==> src/rtl/cpu_types_pkg.sv <==
// cpu_types_pkg: shared types for the datapath / memory side.
//   arb_state_t  : grant FSM states of mem_arbiter.
//   ramstate_t   : status reported by the RAM model each cycle.
//   ARB_STARVE_W : width of the instruction-starvation counter.
//   PERF_CNT_W   : width of the optional performance counters.
package cpu_types_pkg;

    localparam int unsigned ARB_STARVE_W = 4;
    localparam int unsigned PERF_CNT_W   = 32;

    typedef enum logic [1:0] {
        IDLE   = 2'd0,
        IGRANT = 2'd1,
        DGRANT = 2'd2
    } arb_state_t;

    typedef enum logic [1:0] {
        FREE   = 2'd0,
        BUSY   = 2'd1,
        ACCESS = 2'd2,
        ERROR  = 2'd3
    } ramstate_t;

    // True when the starvation counter has reached its configured ceiling.
    function automatic logic starve_at_limit(
        input logic [ARB_STARVE_W-1:0] cnt,
        input int unsigned             limit
    );
        return cnt == ARB_STARVE_W'(limit);
    endfunction

endpackage

==> src/rtl/arb_perf_counter.sv <==
// arb_perf_counter: free-running event counter used by mem_arbiter when the
// MEM_ARBITER_PERF_CNT_EN macro is defined; absent from the build otherwise.
// Ports:
//   CLK   : clock
//   nRST  : asynchronous active-low reset, clears the count
//   inc   : count one event this cycle
//   count : current event count, wraps at 2^PERF_CNT_W
`ifdef MEM_ARBITER_PERF_CNT_EN
module arb_perf_counter
    import cpu_types_pkg::*;
(
    input  logic                  CLK,
    input  logic                  nRST,
    input  logic                  inc,
    output logic [PERF_CNT_W-1:0] count
);

    // Wrapping counter, natural modulo-2^N overflow.
    always_ff @(posedge CLK or negedge nRST) begin
        if (!nRST) begin
            count <= '0;
        end else if (inc) begin
            count <= count + PERF_CNT_W'(1);
        end
    end

endmodule
`endif

==> src/rtl/mem_arbiter.sv <==
// mem_arbiter: shares one single-ported RAM between the instruction-fetch
// requester and the data load/store requester. Data has priority; a
// saturating starvation counter force-grants a pending fetch after
// STARVE_LIMIT consecutive data grants.
//
// Optional feature macro: MEM_ARBITER_PERF_CNT_EN (performance counters).
//
// Ports:
//   CLK, nRST          : clock, asynchronous active-low reset
//   iREN, iaddr        : instruction read request (held until ihit), address
//   dREN, dWEN         : data read / write request (held until dhit)
//   daddr, dstore      : data address, store data
//   ramstate, ramload  : RAM status and read data
//   ihit, dhit         : one-cycle completion strobes (never together)
//   iload, dload       : ramload passthrough, nonzero only during the hit
//   ramREN, ramWEN     : RAM enables
//   ramaddr, ramstore  : RAM address and write data
//   perf_icnt/dcnt/wait: completed fetches, completed data accesses,
//                        request cycles without a hit (0 when macro absent)
module mem_arbiter
    import cpu_types_pkg::*;
#(
    parameter int unsigned STARVE_LIMIT = 4,
    parameter int unsigned ADDR_W       = 32
) (
    input  logic                  CLK,
    input  logic                  nRST,
    input  logic                  iREN,
    input  logic [ADDR_W-1:0]     iaddr,
    input  logic                  dREN,
    input  logic                  dWEN,
    input  logic [ADDR_W-1:0]     daddr,
    input  logic [ADDR_W-1:0]     dstore,
    input  ramstate_t             ramstate,
    input  logic [ADDR_W-1:0]     ramload,
    output logic                  ihit,
    output logic                  dhit,
    output logic [ADDR_W-1:0]     iload,
    output logic [ADDR_W-1:0]     dload,
    output logic                  ramREN,
    output logic                  ramWEN,
    output logic [ADDR_W-1:0]     ramaddr,
    output logic [ADDR_W-1:0]     ramstore,
    output logic [PERF_CNT_W-1:0] perf_icnt,
    output logic [PERF_CNT_W-1:0] perf_dcnt,
    output logic [PERF_CNT_W-1:0] perf_wait
);

    arb_state_t              state;
    logic [ARB_STARVE_W-1:0] starve_cnt;
    logic                    dreq;
    logic                    starved;
    logic                    ram_done;
    logic                    ram_err;

    assign dreq     = dREN | dWEN;
    assign ram_done = (ramstate == ACCESS);
    assign ram_err  = (ramstate == ERROR);

    // A pending fetch overrides data priority once the counter is saturated.
    assign starved = iREN & starve_at_limit(starve_cnt, STARVE_LIMIT);

    // Hits are same-cycle: granted state, request still held, RAM reports ACCESS.
    assign ihit = (state == IGRANT) & iREN & ram_done;
    assign dhit = (state == DGRANT) & dreq & ram_done;

    assign iload = ihit ? ramload : '0;
    assign dload = dhit ? ramload : '0;

    // Grant FSM and starvation counter.
    always_ff @(posedge CLK or negedge nRST) begin
        if (!nRST) begin
            state      <= IDLE;
            starve_cnt <= '0;
        end else begin
            unique case (state)
                IDLE: begin
                    if (dreq && !starved) begin
                        state <= DGRANT;
                    end else if (iREN) begin
                        state <= IGRANT;
                    end
                end
                // Completion, RAM error or a withdrawn request all end the grant.
                IGRANT: begin
                    if (!iREN || ram_done || ram_err) begin
                        state <= IDLE;
                    end
                end
                DGRANT: begin
                    if (!dreq || ram_done || ram_err) begin
                        state <= IDLE;
                    end
                end
                default: state <= IDLE;
            endcase

            if (ihit || ((state == IDLE) && !iREN)) begin
                starve_cnt <= '0;
            end else if (dhit && iREN && !starve_at_limit(starve_cnt, STARVE_LIMIT)) begin
                starve_cnt <= starve_cnt + ARB_STARVE_W'(1);
            end
        end
    end

    // RAM drive decoded from the registered grant; quiet in IDLE.
    always_comb begin
        ramREN   = 1'b0;
        ramWEN   = 1'b0;
        ramaddr  = '0;
        ramstore = '0;
        unique case (state)
            IGRANT: begin
                ramREN  = 1'b1;
                ramaddr = iaddr;
            end
            DGRANT: begin
                // Write wins when both data enables are asserted.
                ramWEN   = dWEN;
                ramREN   = dREN & ~dWEN;
                ramaddr  = daddr;
                ramstore = dstore;
            end
            default: ;
        endcase
    end

`ifdef MEM_ARBITER_PERF_CNT_EN
    logic wait_inc;

    // A request is outstanding but nothing completed this cycle.
    assign wait_inc = (iREN | dreq) & ~ihit & ~dhit;

    arb_perf_counter u_perf_icnt (
        .CLK   (CLK),
        .nRST  (nRST),
        .inc   (ihit),
        .count (perf_icnt)
    );

    arb_perf_counter u_perf_dcnt (
        .CLK   (CLK),
        .nRST  (nRST),
        .inc   (dhit),
        .count (perf_dcnt)
    );

    arb_perf_counter u_perf_wait (
        .CLK   (CLK),
        .nRST  (nRST),
        .inc   (wait_inc),
        .count (perf_wait)
    );
`else
    assign perf_icnt = '0;
    assign perf_dcnt = '0;
    assign perf_wait = '0;
`endif

endmodule

==> config.mk <==
export PLATFORM = sky130hd
export DESIGN_NAME = mem_arbiter
export DESIGN_NICKNAME = d
export VERILOG_FILES = /design/src/rtl/cpu_types_pkg.sv /design/src/rtl/arb_perf_counter.sv /design/src/rtl/mem_arbiter.sv
export SDC_FILE = /design/constraint.sdc
export NUM_CORES = 1
export LEC_CHECK = 0
export BUFFER_PORTS_ARGS = -buffer_cell sky130_fd_sc_hd__buf_2
export CAP_MARGIN = 5
export CORE_AREA = 2 2 143 145
export CTS_CLUSTER_SIZE = 12
export DETAILED_ROUTE_END_ITERATION = 8
export DIE_AREA = 0 0 145 147
export GPL_TIMING_DRIVEN = 0
export SLEW_MARGIN = 10
export SYNTH_ARGS = -nofsm -noshare
export SYNTH_HDL_FRONTEND = slang
export SYNTH_SLANG_ARGS = --single-unit
==> constraint.sdc <==
create_clock -name CLK -period 4 [get_ports CLK]
set_input_delay 0.6 -clock CLK [delete_from_list [all_inputs] [get_ports CLK]]
set_output_delay 0.6 -clock CLK [all_outputs]
set_load 0.02 [all_outputs]
# Word level (Yosys, flattened, before mapping)

Index checks and enable logic that the tools add are counted.

Bits in registers: 6
Input bits: 135

Add/subtract/negate cells: 1
Eq/ne operators: 8
Muxes and demuxes: 13
Bitwise operators: 8
Reduce and logical (&&, ||, !) cells: 16

Operators with widths:

| cell                                                | count |
|---|---|
| 2-to-1 mux 32 bit                                   | 3 |
| case mux 32 bit (2 select lines)                    | 1 |
| 2-to-1 mux 2 bit                                    | 4 |
| 2-to-1 mux 4 bit                                    | 2 |
| bitwise AND 1 bit                                   | 6 |
| equality test 2 bit, second input constant          | 3 |
| case mux 2 bit (3 select lines)                     | 1 |
| logical OR 1 bit                                    | 5 |
| adder 4 x 1 -> 4 bit, second input constant         | 1 |
| equality test 4 x 3 -> 1 bit, second input constant | 1 |
| logical AND 1 bit                                   | 4 |
| zero test 1 bit                                     | 4 |
| != test 2 x 1 -> 1 bit, second input constant       | 2 |
| != test 3 bit, second input constant                | 1 |
| AND reduction 3 bit                                 | 1 |
| equality test 2 x 1 -> 1 bit, second input constant | 1 |
| zero test 2 bit                                     | 1 |
| case mux 1 bit (2 select lines)                     | 1 |
| nonzero test 2 bit                                  | 1 |
| 2-to-1 mux 1 bit                                    | 1 |
| inverter 1 bit                                      | 1 |
| OR 1 bit                                            | 1 |

# Longest topological paths before layout

Depth after elaboration: 7
Depth in mapped cells: 7
Gate-level depth less buffers: 6

# Worst setup path before layout

No wires, ideal clock.

Kind: reg-to-output
From: reg state[1]
To: out iload[22]
Data arrival time: 1.737 ns
Required time: 3.400 ns
Setup slack: 1.663 ns
Stages on the path, launching flop included: 8
Buffers on the path: 2
Path through: dfrtp_1 > inv_1 > ha_1 > clkbuf_1 > nand2_1 > nor2_1 > clkbuf_1 > and2_1

Cells in the longest elaborated chain, start to end: 4

Ends and longest elaborated chain:

| element                         | RTL line          | RTL |
|---|---|---|
| from (decl)                     | mem_arbiter.sv:49 | `arb_state_t state;` |
| from (signal assigned)          | mem_arbiter.sv:73 | `state <= IDLE;` |
| from (signal assigned)          | mem_arbiter.sv:79 | `state <= DGRANT;` |
| from (signal assigned)          | mem_arbiter.sv:81 | `state <= IGRANT;` |
| equality test 2 x 1 -> 1 bit    | mem_arbiter.sv:64 | `assign ihit = (state == IGRANT) & iREN & ram_done;` |
| bitwise AND 1 bit (2 in series) | mem_arbiter.sv:64 |  |
| named net ihit                  | mem_arbiter.sv:36 | `output logic ihit,` |
| 2-to-1 mux 32 bit               | mem_arbiter.sv:67 | `assign iload = ihit ? ramload : '0;` |
| to (decl)                       | mem_arbiter.sv:38 | `output logic [ADDR_W-1:0] iload,` |

The timed path passes the listed nets, and every way through them passes these cells.

# Worst setup path in the final report

From: reg state[1]
To: out iload[23]

Cells in the longest elaborated chain, start to end: 4

Ends and longest elaborated chain:

| element                         | RTL line |
|---|---|
| equality test 2 x 1 -> 1 bit    | mem_arbiter.sv:64 |
| bitwise AND 1 bit (2 in series) | mem_arbiter.sv:64 |
| 2-to-1 mux 32 bit               | mem_arbiter.sv:67 |

Every way passes these cells.

==> implementation parameters <==
Parameter                              Value

Clocking
  Max H-tree Level    1
  Worst skew pair latency    ~0.23 ns
  Sinks on the clock net    6
  Clock Path Buffers    2
  Number of buffers inserted for hold repair after clock tree synthesis    0
  Clock-pin slew reported for the worst setup and hold paths after clock tree synthesis    about 0.04 ns
  Total of cells resized after clock tree synthesis    0
  Clock tree from TritonCTS    done
  CTS Buf Count    3
  Buffers inserted during post-CTS setup optimization    0
  Clock tree root driver cell    clkbuf_16

Setup path
  Reg2reg path depth    6
  Endpoint type of the worst setup path    output pin
  Worst path arrival time    about 2.5 ns
  Most frequent CP cell    clkbuf_1
  Register-to-register path setup slack    between 1.5 and 2 ns
  Buf/Inv on CP    4
  Cells traversed along the worst timing path    inv_1, ha_1, clkbuf_1, nand2_1, nor2_1, clkbuf_1, and2_1, buf_2
  Worst reg2reg startpoint    state[0]$_DFFE_PN0P_
  Family of cells with the greatest summed delay on the critical path    buffers and inverters
  Slowest stage cell on the critical path    nor2_1
  Category of the worst setup path launch point    flop
  Setup crit start    state[1]$_DFFE_PN0P_
  Maximum net fanout on the critical path    10
  WP data required    3.40 ns
  Critical register-to-register path endpoint    starve_cnt[3]$_DFFE_PN0P_
  Slowest stage delay, CP    about 0.40 ns
  Critical path class    reg -> out

Drt
  DRC    0
  Pre-antenna DRT Iters    4
  Vias per cell    3.22
  Number of vias after detailed routing    between 3,000 and 4,000
  Post-DRT Antenna Nets    0
  DRC marker count from the first detailed-route iteration    62
  Wire length per cell after detailed routing    approximately 10 um
  Routed wire length    between 9 and 10 mm

Finish
  # fillers    ~2,200
  Area Overhead vs Synth    92.5%
  Register cell area after layout    150 um^2
  Final instance count without filler cells    about 960
  Area of combinational cells with multiple inputs    0.00167 mm^2
  Diode insertion count for antenna repair    0
  Fraction of final layout cells sized beyond drive strength 1    0.531
  Nets@finish    833

STA
  Final critical-path share of the clock period    0.769
  Setup repair after global routing missed its margin    false
  Hold violation count in the final report    0
  Final Slew Violations    0
  Slew of the pin with the lowest slew margin    approximately 0.6 ns
  Min Tclk post-route    3.08 ns
  Post-route clock skew    a little over 0.002 ns
  Maximum frequency from static timing analysis    325 MHz
  Final number of setup-violating endpoints    0
  Total negative slack for setup checks    0 ns
  Relative slew slack    0.602

Synthesis
  Register bit total from synthesis    6
  Async SR Flop Fraction    1.00
  Average instance area after synthesis    a little under 7 um^2
  Number of enable flip-flop cells after synthesis    0
  Cell area after synthesis    between 0.002 and 0.0025 mm^2
  Leading register cell type out of synthesis    dfrtp_1
  Fraction of the yosys area taken by sequential cells    0.0661
  Count of yosys warnings during synthesis    0
  Synthesized netlist cell count    approximately 330
  Count of unique library cells instantiated by Yosys    26

Floorplan
  Number of rows in the core area    52
  I/O pin total    363
  Die area    approximately 0.021 mm^2
  Core Region    0.0198 mm^2
  DIE HEIGHT    147 um
  Floorplan die width    about 150 um
  Starting Density    0.114

Status
  Outcome    completed

Global route
  Total global routing overflow    0
  Number of antenna violations at the first check in global routing    1
  Maximum number of pins on one net before global-route repair    11
  Total global-route track usage    0.0829
  Number of global-route vias before repair    between 2,000 and 3,000
  Global-route wire length before repair    14.4 mm

Pwr
  Pleak    0.00271 uW
  Int Pwr    ~700 uW
  Power Dens Cells    about 350 mW/mm^2
  Power share of the combinational group    0.842
  Clock Power Share    0.106
  Flop pwr share    0.052
  Reported net switching power    roughly 850 uW
  Worst IR drop on VDD    roughly 0.00012 V
  Net Sw Frac    0.549

Run
  Number of maximum-capacitance constraint violations    0

Placed design
  GPL Wtd Cong    roughly 0.80
  Quantity of I/O buffers inserted on ports    about 270
  Inst Count DP    ~960
  HPWL reported at the end of detailed placement    about 9 mm

Min path
  Hold WC Path Type    in -> async
-- worst reg2reg max path, stage by stage, from the launching register on --
cell	delay, ns
dfrtp_1	0.37
inv_1	0.11
ha_1	0.28
o21ai_1	0.20
or4b_4	0.56
or3_1	0.36
a21oi_1	0.16
-- worst max-delay path by stage --
stage	end	slack (ns)	cells after the start
after global placement	iload[26]	1.03	8
after detailed placement	iload[30]	0.99	8
after global routing	iload[23]	0.57	8
final	iload[23]	0.92	8
after CTS	iload[30]	0.72	8
after floorplan	iload[22]	1.66	7
-- routing by layer --
| layer | track usage | share of wire | up-vias |
|---|---|---|---|
| li1 | - | - | 1587 |
| met1 | 0.0890 | 0.37 | 1299 |
| met2 | 0.170 | 0.53 | 204 |
| met3 | 0.0152 | 0.086 | 4 |
| met4 | 0.0119 | 0.0033 | 2 |
| met5 | 0 | 0.0016 | - |
-- sequential cells by signal, summed over array words and instances (netlist names) --
register / flops
starve_cnt: 4
state: 2
-- power by group through the flow --
| stage | Combinational (uW) | Sequential, uW | Clock, uW |
|---|---|---|---|
| 2_1_floorplan | 888 | 78.9 | 0 |
| 3_5_place_dp | 1310 | 81.7 | 0 |
| 6_report | 1310 | 80.6 | 164 |
| 5_1_grt | 1420 | 82.6 | 170 |
| 4_1_cts | 1320 | 81.0 | 166 |
| 3_3_place_gp | 1310 | 81.1 | 0 |
-- area by class of cell --
cell class,instances,area share
well taps,270,0.0773
plain buffers,116,0.182
multi-input cells,296,0.381
repair buffers,266,0.305
clock buffers,3,0.0172
flip-flops and latches,6,0.0343
inverters,4,0.00343
-- metrics by stage --
step	cell area, um^2	worst slack [ns]	util	hold slack [ns]	power, uW
floorplan	2630	1.66	-	0.304	967
finish	4370	0.924	0.220	0.194	1550
global route	4370	0.567	0.220	0.208	1670
global placement	4300	1.03	0.217	0.440	1390
detailed placement	4300	0.986	0.217	0.442	1390
CTS	4370	0.717	0.220	0.204	1560
-- synthesized netlist by cell type, types with 2 or more instances --
cell / number / area [um^2]
clkbuf_1: 20 / 75.1
nand2_1: 4 / 15.0
dfrtp_1: 6 / 150
nor2b_1: 33 / 206
and2_1: 97 / 607
a21oi_1: 4 / 20.0
nand3_1: 2 / 10.0
inv_1: 4 / 15.0
o21ai_0: 3 / 15.0
nor2_1: 7 / 26.3
xnor2_1: 2 / 17.5
ha_1: 5 / 62.6
a22oi_1: 32 / 240
buf_4: 96 / 721
-- placed cells by master (no fill, tap or decap) --
master     Yosys  routed
a21o_1         1       1
a21oi_1        4       4
a22oi_1       32      32
and2_1        97      97
and3b_1        1       1
buf_2          0     266
buf_4         96      96
clkbuf_1      20      20
clkbuf_16      0       3
conb_1         1      96
dfrtp_1        6       6
ha_1           5       5
inv_1          4       4
mux2i_1        1       1
nand2_1        4       4
nand2b_1       1       1
nand3_1        2       2
nor2_1         7       7
nor2b_1       33      33
nor4_1         1       1
o2111ai_1      1       1
o21a_1         1       1
o21ai_0        3       3
o21ai_1        1       1
or2_2          1       1
or3_1          1       1
or4b_4         1       1
xnor2_1        2       2
-- logic make-up after synthesis --
logic type / Yosys count / synth area share
flops: 6 / 0.0661
simple gates: 149 / 0.402
buf+inv: 120 / 0.357
mux: 1 / 0.00441
xor+xnor: 2 / 0.00771
compound gates: 43 / 0.134
fa+ha+maj: 5 / 0.0275
other cells: 1 / 0.00165
(Power assumes the default switching activity.)
